<file path="src/rtl/adder_pkg.sv">
// Shared types and defaults for the adder operand requester.
// Contents:
//   req_state_e : requester FSM states
//   sum_t       : sum type at the package default operand width
//   wait_width  : width of the latency down-counter for a given ADDR_LAT
package adder_pkg;

  localparam int DEFAULT_LENGTH = 8;
  localparam int DEFAULT_CNT_W  = 16;

  typedef enum logic [1:0] {
    IDLE  = 2'd0,
    ISSUE = 2'd1,
    WAIT  = 2'd2,
    RESP  = 2'd3
  } req_state_e;

  typedef logic [DEFAULT_LENGTH:0] sum_t;

  // The counter holds values up to lat-1. One bit is always kept so the
  // register exists even when the latency is a single cycle.
  function automatic int wait_width(input int lat);
    return (lat < 2) ? 1 : $clog2(lat);
  endfunction

endpackage

</file>
<file path="src/rtl/sat_counter.sv">
// Saturating up-counter.
// Ports:
//   clk : clock, rising edge
//   clr : synchronous clear, active-high
//   inc : count enable; the count holds once it reaches all-ones
//   cnt : current count
module sat_counter #(
  parameter int W = 16
) (
  input  logic         clk,
  input  logic         clr,
  input  logic         inc,
  output logic [W-1:0] cnt
);

  logic [W-1:0] r_cnt;

  function automatic logic [W-1:0] sat_inc(input logic [W-1:0] v);
    return (&v) ? v : v + 1'b1;
  endfunction

  always_ff @(posedge clk) begin
    if (clr) begin
      r_cnt <= '0;
    end else if (inc) begin
      r_cnt <= sat_inc(r_cnt);
    end
  end

  assign cnt = r_cnt;

endmodule

</file>
<file path="src/rtl/adder_requester.sv">
// Initiator side of the adder operand interface.
// An operand pair accepted over req_valid/req_ready is latched, presented
// to the adder with a one-cycle en_addr pulse, and the registered adder sum
// is sampled ADDR_LAT cycles later. The sample is compared with a locally
// computed sum, and the sum plus a mismatch flag are returned over
// rsp_valid/rsp_ready.
// Ports:
//   sig_addr_clock          : clock, rising edge
//   sig_addr_rst            : synchronous reset, active-high
//   req_valid/req_ready     : operand handshake; req_ina/req_inb are the operands
//   en_addr                 : adder enable pulse
//   sig_addr_ina/inb        : latched operands to the adder
//   sig_addr_out            : registered adder sum
//   rsp_valid/rsp_ready     : response handshake; rsp_sum/rsp_err are the payload
//   txn_count               : completed responses (wraps)
//   err_count               : responses flagged in error (saturates)
module adder_requester
  import adder_pkg::*;
#(
  parameter int LENGTH   = DEFAULT_LENGTH,
  parameter int ADDR_LAT = 1,
  parameter int CNT_W    = DEFAULT_CNT_W
) (
  input  logic              sig_addr_clock,
  input  logic              sig_addr_rst,
  input  logic              req_valid,
  output logic              req_ready,
  input  logic [LENGTH-1:0] req_ina,
  input  logic [LENGTH-1:0] req_inb,
  output logic              en_addr,
  output logic [LENGTH-1:0] sig_addr_ina,
  output logic [LENGTH-1:0] sig_addr_inb,
  input  logic [LENGTH:0]   sig_addr_out,
  output logic              rsp_valid,
  input  logic              rsp_ready,
  output logic [LENGTH:0]   rsp_sum,
  output logic              rsp_err,
  output logic [CNT_W-1:0]  txn_count,
  output logic [CNT_W-1:0]  err_count
);

  localparam int                WAIT_W    = wait_width(ADDR_LAT);
  localparam logic [WAIT_W-1:0] WAIT_INIT = WAIT_W'(ADDR_LAT - 1);

  req_state_e        r_state;
  req_state_e        w_next;
  logic [WAIT_W-1:0] r_wait;
  logic [LENGTH-1:0] r_ina;
  logic [LENGTH-1:0] r_inb;
  logic [LENGTH:0]   r_exp;
  logic [LENGTH:0]   r_sum;
  logic              r_err;
  logic [CNT_W-1:0]  r_txn;
  logic              w_accept;
  logic              w_capture;
  logic              w_rsp_fire;
  logic              w_err_inc;

  assign w_accept   = (r_state == IDLE) && req_valid;
  assign w_capture  = (r_state == WAIT) && (r_wait == '0);
  assign w_rsp_fire = (r_state == RESP) && rsp_ready;
  assign w_err_inc  = w_rsp_fire && r_err;

  // State register
  always_ff @(posedge sig_addr_clock) begin
    if (sig_addr_rst) begin
      r_state <= IDLE;
    end else begin
      r_state <= w_next;
    end
  end

  // Next-state logic
  always_comb begin
    w_next = r_state;
    case (r_state)
      IDLE:    if (req_valid) w_next = ISSUE;
      ISSUE:   w_next = WAIT;
      WAIT:    if (r_wait == '0) w_next = RESP;
      RESP:    if (rsp_ready) w_next = IDLE;
      default: w_next = IDLE;
    endcase
  end

  // State-decoded handshake and enable outputs
  always_comb begin
    req_ready = 1'b0;
    en_addr   = 1'b0;
    rsp_valid = 1'b0;
    case (r_state)
      IDLE:    req_ready = 1'b1;
      ISSUE:   en_addr   = 1'b1;
      RESP:    rsp_valid = 1'b1;
      default: ;
    endcase
  end

  // Operand latch, latency counter, sum capture and transaction count.
  // A reset drops any transaction in flight, so the response registers are
  // cleared along with the control state.
  always_ff @(posedge sig_addr_clock) begin
    if (sig_addr_rst) begin
      r_ina  <= '0;
      r_inb  <= '0;
      r_exp  <= '0;
      r_wait <= '0;
      r_sum  <= '0;
      r_err  <= 1'b0;
      r_txn  <= '0;
    end else begin
      if (w_accept) begin
        r_ina <= req_ina;
        r_inb <= req_inb;
        r_exp <= {1'b0, req_ina} + {1'b0, req_inb};
      end
      if (r_state == ISSUE) begin
        r_wait <= WAIT_INIT;
      end else if ((r_state == WAIT) && (r_wait != '0)) begin
        r_wait <= r_wait - 1'b1;
      end
      if (w_capture) begin
        r_sum <= sig_addr_out;
        r_err <= (sig_addr_out != r_exp);
      end
      if (w_rsp_fire) begin
        r_txn <= r_txn + 1'b1;
      end
    end
  end

  sat_counter #(
    .W(CNT_W)
  ) u_err_cnt (
    .clk(sig_addr_clock),
    .clr(sig_addr_rst),
    .inc(w_err_inc),
    .cnt(err_count)
  );

  assign sig_addr_ina = r_ina;
  assign sig_addr_inb = r_inb;
  assign rsp_sum      = r_sum;
  assign rsp_err      = r_err;
  assign txn_count    = r_txn;

endmodule

</file>
<file path="config.mk">
export PLATFORM = sky130hd
export DESIGN_NAME = adder_requester
export DESIGN_NICKNAME = d
export VERILOG_FILES = /design/src/rtl/adder_pkg.sv /design/src/rtl/sat_counter.sv /design/src/rtl/adder_requester.sv
export SDC_FILE = /design/constraint.sdc
export NUM_CORES = 1
export LEC_CHECK = 0
export ABC_CLOCK_PERIOD_IN_PS = 1900
export BUFFER_PORTS_ARGS = -buffer_cell sky130_fd_sc_hd__buf_2
export CAP_MARGIN = 10
export CORE_AREA = 10 10 104 115
export CTS_CLUSTER_SIZE = 40
export DETAILED_ROUTE_END_ITERATION = 10
export DIE_AREA = 0 0 114 125
export SKIP_CTS_REPAIR_TIMING = 1
export SYNTH_ARGS = -nofsm -noshare
export SYNTH_HDL_FRONTEND = slang
export SYNTH_SLANG_ARGS = --single-unit
export TNS_END_PERCENT = 50
</file>
<file path="constraint.sdc">
create_clock -name sig_addr_clock -period 1.9 [get_ports sig_addr_clock]
set_input_delay 0 -clock sig_addr_clock [delete_from_list [all_inputs] [get_ports sig_addr_clock]]
set_output_delay 0 -clock sig_addr_clock [all_outputs]
set_load 0.1 [all_outputs]
</file>
==> results.py, run 1 <==
metrics = {
    "run_status": {
        "status": "completed",
    },
    "route": {
        "drtIter0Drc": 141,
        "ant_nets": 0,
        "drcViolationCount": 0,
        "routedWlPerCell_um": 14.9,
        "routed_wl_um": 9660,
        "drt_pre_antenna_iters": 4,
        "via_per_inst": 5.24,
        "vias": 3407,
    },
    "power": {
        "seq_power_share": 0.359,
        "worst_ir_drop_vdd_mv": 0.648,
        "power_switching_mw": 2.18,
        "clockPowerShare": 0.245,
        "intPower_mw": 2.67,
        "power.density_nw_per_um2": 1080,
        "p_leak_nw": 1.87,
        "swShare": 0.450,
        "p_comb_frac": 0.397,
    },
    "finish": {
        "ff_latch_area_sq_um": 1450,
        "nNetsFinal": 570,
        "postLayoutCoreUtil": 0.462,
        "fill_cells": 1002,
        "synthToLayoutAreaGrowth_pct": 32.6,
        "fin_area_sq_um": 4490,
        "diodes": 0,
        "multi_input_area_sq_um": 1870,
        "drive_above_1_share": 0.292,
    },
    "timing": {
        "fin_skew_ns": 0.00897,
        "period_share": 0.944,
        "clock.fmax_ghz": 0.558,
        "maxSlewHeadroom": 0.653,
        "hold_viol": 0,
        "rsz0062_at_grt": "true",
        "fin_tns_setup_ns": 0,
        "min_period_ns": 1.79,
        "finalWorstSetupSlack_ns": 0.107,
        "tightest_slew_ns": 0.524,
        "finalSetupViolCount": 0,
        "final_max_slew_viol_count": 0,
    },
    "die": {
        "rows": 38,
        "core_area_sq_um": 9700,
        "pin_count": 90,
        "die_y_um": 125,
        "die_area_sq_um": 14300,
        "start_util": 0.349,
        "die_x_um": 114,
    },
    "critical_path": {
        "cp-start-kind": "input pin",
        "cp-end-kind": "flop",
        "rrSetupSlack_ns": 0.13,
        "critPathRequiredTime_ns": 2.15,
        "worstPathArrival_ns": 2.04,
        "path_class": "input pin to flop",
        "crit_fanout": 3,
    },
    "synthesis": {
        "synth_edf_count": 0,
        "synth_cells": 412,
        "synth_top_area_cell": "dfxtp_1",
        "ys_ff_latch": 70,
        "yosysUniqueCellTypes": 42,
        "syn_nets": 456,
        "syn_area_per_cell_sq_um": 8.21,
        "synth_ff_type": "dfxtp_1",
        "synth_top_area_share": 0.414,
        "synth_most_common_cell": "nand2_1",
        "synthArstFlopShare": 0,
        "synthTopCellsByCount": "73 x nand2_1, 70 x dfxtp_1, 49 x a21oi_1",
        "synth_area_leaders": "dfxtp_1 41%, nand2_1 8.1%, a21oi_1 7.3%",
        "synth_area_sq_um": 3380,
        "ys_seq_area_frac": 0.414,
        "yosysWarnings": 0,
    },
    "placed_design": {
        "detailed_place.area_sq_um": 4030,
        "post-place-ws_ns": 0.138,
        "numPortBuffers": 89,
        "hpwl_um": 7190,
        "routabilityCongestion": 0.808,
    },
    "clock_tree": {
        "htree_levels": 3,
        "cts.sinks": 70,
        "clk_pin_slew_ns": 0.08,
        "clockBufferDepth": 2,
        "cts_buffers": 9,
        "clk_latency_ns": 0.35,
        "cts_root_buf": "clkbuf_8",
        "cts_tree": "built",
    },
    "grt": {
        "antenna_found_initial": 0,
        "grt_overflow": 0,
        "grt_max_degree": 30,
        "grt_use_total": 0.133,
        "grt_pass1_wl_um": 15900,
        "grt_pass1_vias": 3359,
    },
    "worst_hold_path": {
        "min_path_type": "input pin to flop",
    },
    "job": {
        "cap_violations": 0,
    },
}
-- cell usage in the layout, fill, tap and decap left out, types with 9 or more instances in the layout --
| cell type | instances |
|---|---|
| nor2_1 | 25 |
| nor3_1 | 11 |
| clkbuf_8 | 9 |
| dlygate4sd3_1 | 26 |
| o21ai_0 | 12 |
| inv_1 | 11 |
| a21oi_1 | 49 |
| nand3_1 | 20 |
| buf_2 | 89 |
| nand4_1 | 9 |
| ha_1 | 12 |
| dfxtp_2 | 29 |
| nand2_1 | 73 |
| buf_4 | 9 |
| xnor2_1 | 10 |
| xor2_1 | 12 |
| dfxtp_1 | 39 |
-- registers in the layout (all words and copies together) (netlist names) --
name           cells
r_exp              9
r_state            2
r_wait             1
rsp_err            1
rsp_sum            9
sig_addr_ina       8
sig_addr_inb       8
txn_count         16
u_err_cnt.cnt     16
-- path summary, 6_finish.rpt --
kind,cells past startpoint,startpoint,endpoint
max,7,req_inb[1],r_exp[8]$_SDFFE_PP0P_
min,2,sig_addr_rst,txn_count[10]$_SDFFE_PP0N_
max reg2reg,4,r_state[1]$_SDFFE_PP0P_,u_err_cnt.cnt[6]$_SDFFE_PP0P_
min reg2reg,2,rsp_sum[8]$_SDFFE_PP0P_,rsp_sum[8]$_SDFFE_PP0P_
-- power groups by stage --
| stage | registers (mW) | clock network (mW) | logic, mW |
|---|---|---|---|
| detailed placement | 1.78 | 0 | 1.89 |
| floorplan | 2.47 | 0 | 0.862 |
| global route | 1.76 | 1.29 | 2.08 |
| CTS | 1.74 | 1.23 | 1.90 |
| finish | 1.74 | 1.19 | 1.92 |
| global placement | 1.77 | 0 | 1.88 |
-- worst max-delay path: stages --
cell	delay (ns)
dlygate4sd3_1	0.54
buf_2	0.15
fa_1	0.43
a21o_1	0.21
a211oi_1	0.35
o2111ai_1	0.17
and3_1	0.19
-- cells by family (layout without fill, tap and decap cells) --
| group | Yosys count | after routing | synth area share |
|---|---|---|---|
| multiplexers | 5 | 5 | 0.0159 |
| AND/OR/NAND/NOR | 182 | 182 | 0.267 |
| XOR/XNOR | 22 | 22 | 0.0570 |
| flip-flops | 70 | 70 | 0.414 |
| AO/OA/AOI/OAI | 85 | 85 | 0.148 |
| adder cells (fa/ha/maj) | 15 | 15 | 0.0577 |
| buffers and inverters | 33 | 151 | 0.0403 |
-- per-stage QoR --
step / hold slack, ns / cells / power, mW
after floorplan: 0.136 / 412 / 3.33
after global placement: 0.259 / 608 / 3.65
final: 0.0515 / 650 / 4.85
after CTS: -0.122 / 623 / 4.87
after global routing: 0.0531 / 650 / 5.13
after detailed placement: 0.265 / 608 / 3.67
-- metal layers --
layer  global-route usage  up-vias  wire [um]
met1                0.148     1591       3990
met3               0.0574       12        792
met4               0.0487        0        104
li1                     -     1688          -
met2                0.221      116       4770
met5                    0        -          0
-- final cells by class --
type                    count  share of cell area
multi-input cells         309               0.417
flip-flops and latches     70               0.322
repair buffers            125               0.177
well taps                 120              0.0335
clock buffers               9              0.0276
clock inverters             6              0.0139
inverters                  11             0.00921
(Power assumes the default switching activity.)
==> run 2, diff against run 1 <==
--- a/config.mk
+++ b/config.mk
@@ -6,12 +6,12 @@
 export NUM_CORES = 1
 export LEC_CHECK = 0
 export ABC_CLOCK_PERIOD_IN_PS = 1900
-export BUFFER_PORTS_ARGS = -buffer_cell sky130_fd_sc_hd__buf_2
 export CAP_MARGIN = 10
 export CORE_AREA = 10 10 104 115
 export CTS_CLUSTER_SIZE = 40
 export DETAILED_ROUTE_END_ITERATION = 10
 export DIE_AREA = 0 0 114 125
+export DONT_BUFFER_PORTS = 1
 export SKIP_CTS_REPAIR_TIMING = 1
 export SYNTH_ARGS = -nofsm -noshare
 export SYNTH_HDL_FRONTEND = slang
==> results.py, run 2 (synthesized netlist as in run 1, its figures left out) <==
metrics = {
    "critical_path": {
        "worstPathArrival_ns": 2.02,
        "cp-start-kind": "input pin",
        "crit_family": "compound AO/OA/AOI/OAI gates",
        "cpPeakStageDelay_ns": 0.58,
        "crit_buf_inv": 1,
        "path_cells": "dlygate4sd3_1, fa_1, a21o_1, a211oi_1, o2111ai_1, and3_1",
        "rrSetupSlack_ns": 0.20,
        "slowest_stage": "dlygate4sd3_1",
        "critPathRequiredTime_ns": 2.14,
        "cp-end-kind": "flop",
        "crit_fanout": 3,
        "path_class": "input pin to flop",
    },
    "grt": {
        "use_met3": 0.0646,
        "busiest_layer": "met2",
        "use_met1": 0.142,
        "grt_overflow": 0,
        "grt_pass1_wl_um": 15400,
        "grt_use_total": 0.129,
        "grtUsageMet2": 0.216,
        "antenna_found_initial": 0,
        "grt_max_degree": 75,
        "grt_pass1_vias": 3100,
    },
    "finish": {
        "drive_above_1_share": 0.252,
        "fill_cells": 980,
        "ff_latch_area_sq_um": 1450,
        "synthToLayoutAreaGrowth_pct": 33.1,
        "multi_input_area_sq_um": 1870,
        "nNetsFinal": 543,
        "fin_area_sq_um": 4500,
        "layout_common_cells": "73 x nand2_1, 70 x buf_4, 49 x a21oi_1",
        "diodes": 0,
        "layout_commonest_cell": "nand2_1",
    },
    "placed_design": {
        "detailed_place.area_sq_um": 4030,
        "numPortBuffers": 0,
        "hpwl_um": 7170,
        "routabilityCongestion": 0.812,
    },
    "die": {
        "start_util": 0.349,
        "die_area_sq_um": 14300,
        "die_y_um": 125,
        "pin_count": 90,
        "rows": 38,
        "die_x_um": 114,
        "core_area_sq_um": 9700,
    },
    "power": {
        "worst_ir_drop_vdd_mv": 0.727,
        "power.density_nw_per_um2": 1070,
        "finalPower_mw": 4.82,
        "p_leak_nw": 1.75,
    },
    "clock_tree": {
        "cts_root_buf": "clkbuf_8",
        "clk_pin_slew_ns": 0.08,
        "cts_buffers": 9,
        "htree_levels": 3,
        "clockBufferDepth": 2,
        "cts.sinks": 70,
        "clk_latency_ns": 0.34,
        "cts_tree": "built",
    },
    "timing": {
        "clock.fmax_ghz": 0.562,
        "rsz0062_at_grt": "false",
        "fin_skew_ns": 0.0103,
        "final_max_slew_viol_count": 0,
        "finalSetupViolCount": 0,
        "maxSlewHeadroom": 0.687,
        "tightest_slew_ns": 0.467,
        "min_period_ns": 1.78,
        "hold_slack_ns": -0.00931,
        "hold_viol": 1,
        "fin_tns_setup_ns": 0,
        "period_share": 0.936,
    },
    "run_status": {
        "status": "finished, violations left",
        "violations": "negative hold slack",
    },
    "route": {
        "drt_pre_antenna_iters": 4,
        "ant_nets": 0,
        "routed_wl_um": 9910,
        "drcViolationCount": 0,
        "routedWlPerCell_um": 15.9,
        "vias": 3289,
        "via_per_inst": 5.27,
        "drtIter0Drc": 142,
    },
    "job": {
        "cap_violations": 0,
    },
    "worst_hold_path": {
        "min_path_type": "input pin to flop",
    },
}
## run 2: layout make-up
cell class / instances / area share
sequential: 70 / 0.321
multi-input combinational: 309 / 0.415
timing repair buffer: 98 / 0.183
tap: 120 / 0.0334
clock inverter: 6 / 0.00973
inverter: 11 / 0.00917
clock buffer: 10 / 0.0284
## run 2: per-stage QoR
stage                     std cells  setup WS (ns)  utilization
after floorplan                 412        -0.0421            -
after global placement          580          0.238        0.416
after detailed placement        580          0.201        0.416
after CTS                       596          0.199        0.433
after global routing            624         0.0891        0.464
final                           624          0.122        0.464
## run 2: final timing paths
| path | start | end | cells after the start |
|---|---|---|---|
| setup / recovery | req_ina[1] | r_exp[8]$_SDFFE_PP0P_ | 6 |
| hold / removal | sig_addr_rst | r_exp[4]$_SDFFE_PP0P_ | 3 |
| setup reg to reg | r_state[1]$_SDFFE_PP0P_ | u_err_cnt.cnt[10]$_SDFFE_PP0P_ | 5 |
| hold reg to reg | sig_addr_inb[7]$_SDFFE_PP0P_ | sig_addr_inb[7]$_SDFFE_PP0P_ | 2 |
## run 2: per-layer routing
layer	wire length, um	vias up
met1	4080	1524
met5	0	-
li1	-	1648
met3	857	12
met2	4860	105
met4	110	0
## run 2: tightest hold or removal path, delay by kind of cell
kind / cells / cell delay (ns)
AND/OR/NAND/NOR: 1 / 0.12
buffers and inverters: 1 / 0.10
AO/OA/AOI/OAI: 1 / 0.06
## run 2: where the power goes
| part | internal [mW] | switching, mW |
|---|---|---|
| Sequential | 1.63 | 0.108 |
| Clock | 0.482 | 0.616 |
| Combinational | 0.500 | 1.48 |
| Total | 2.61 | 2.20 |
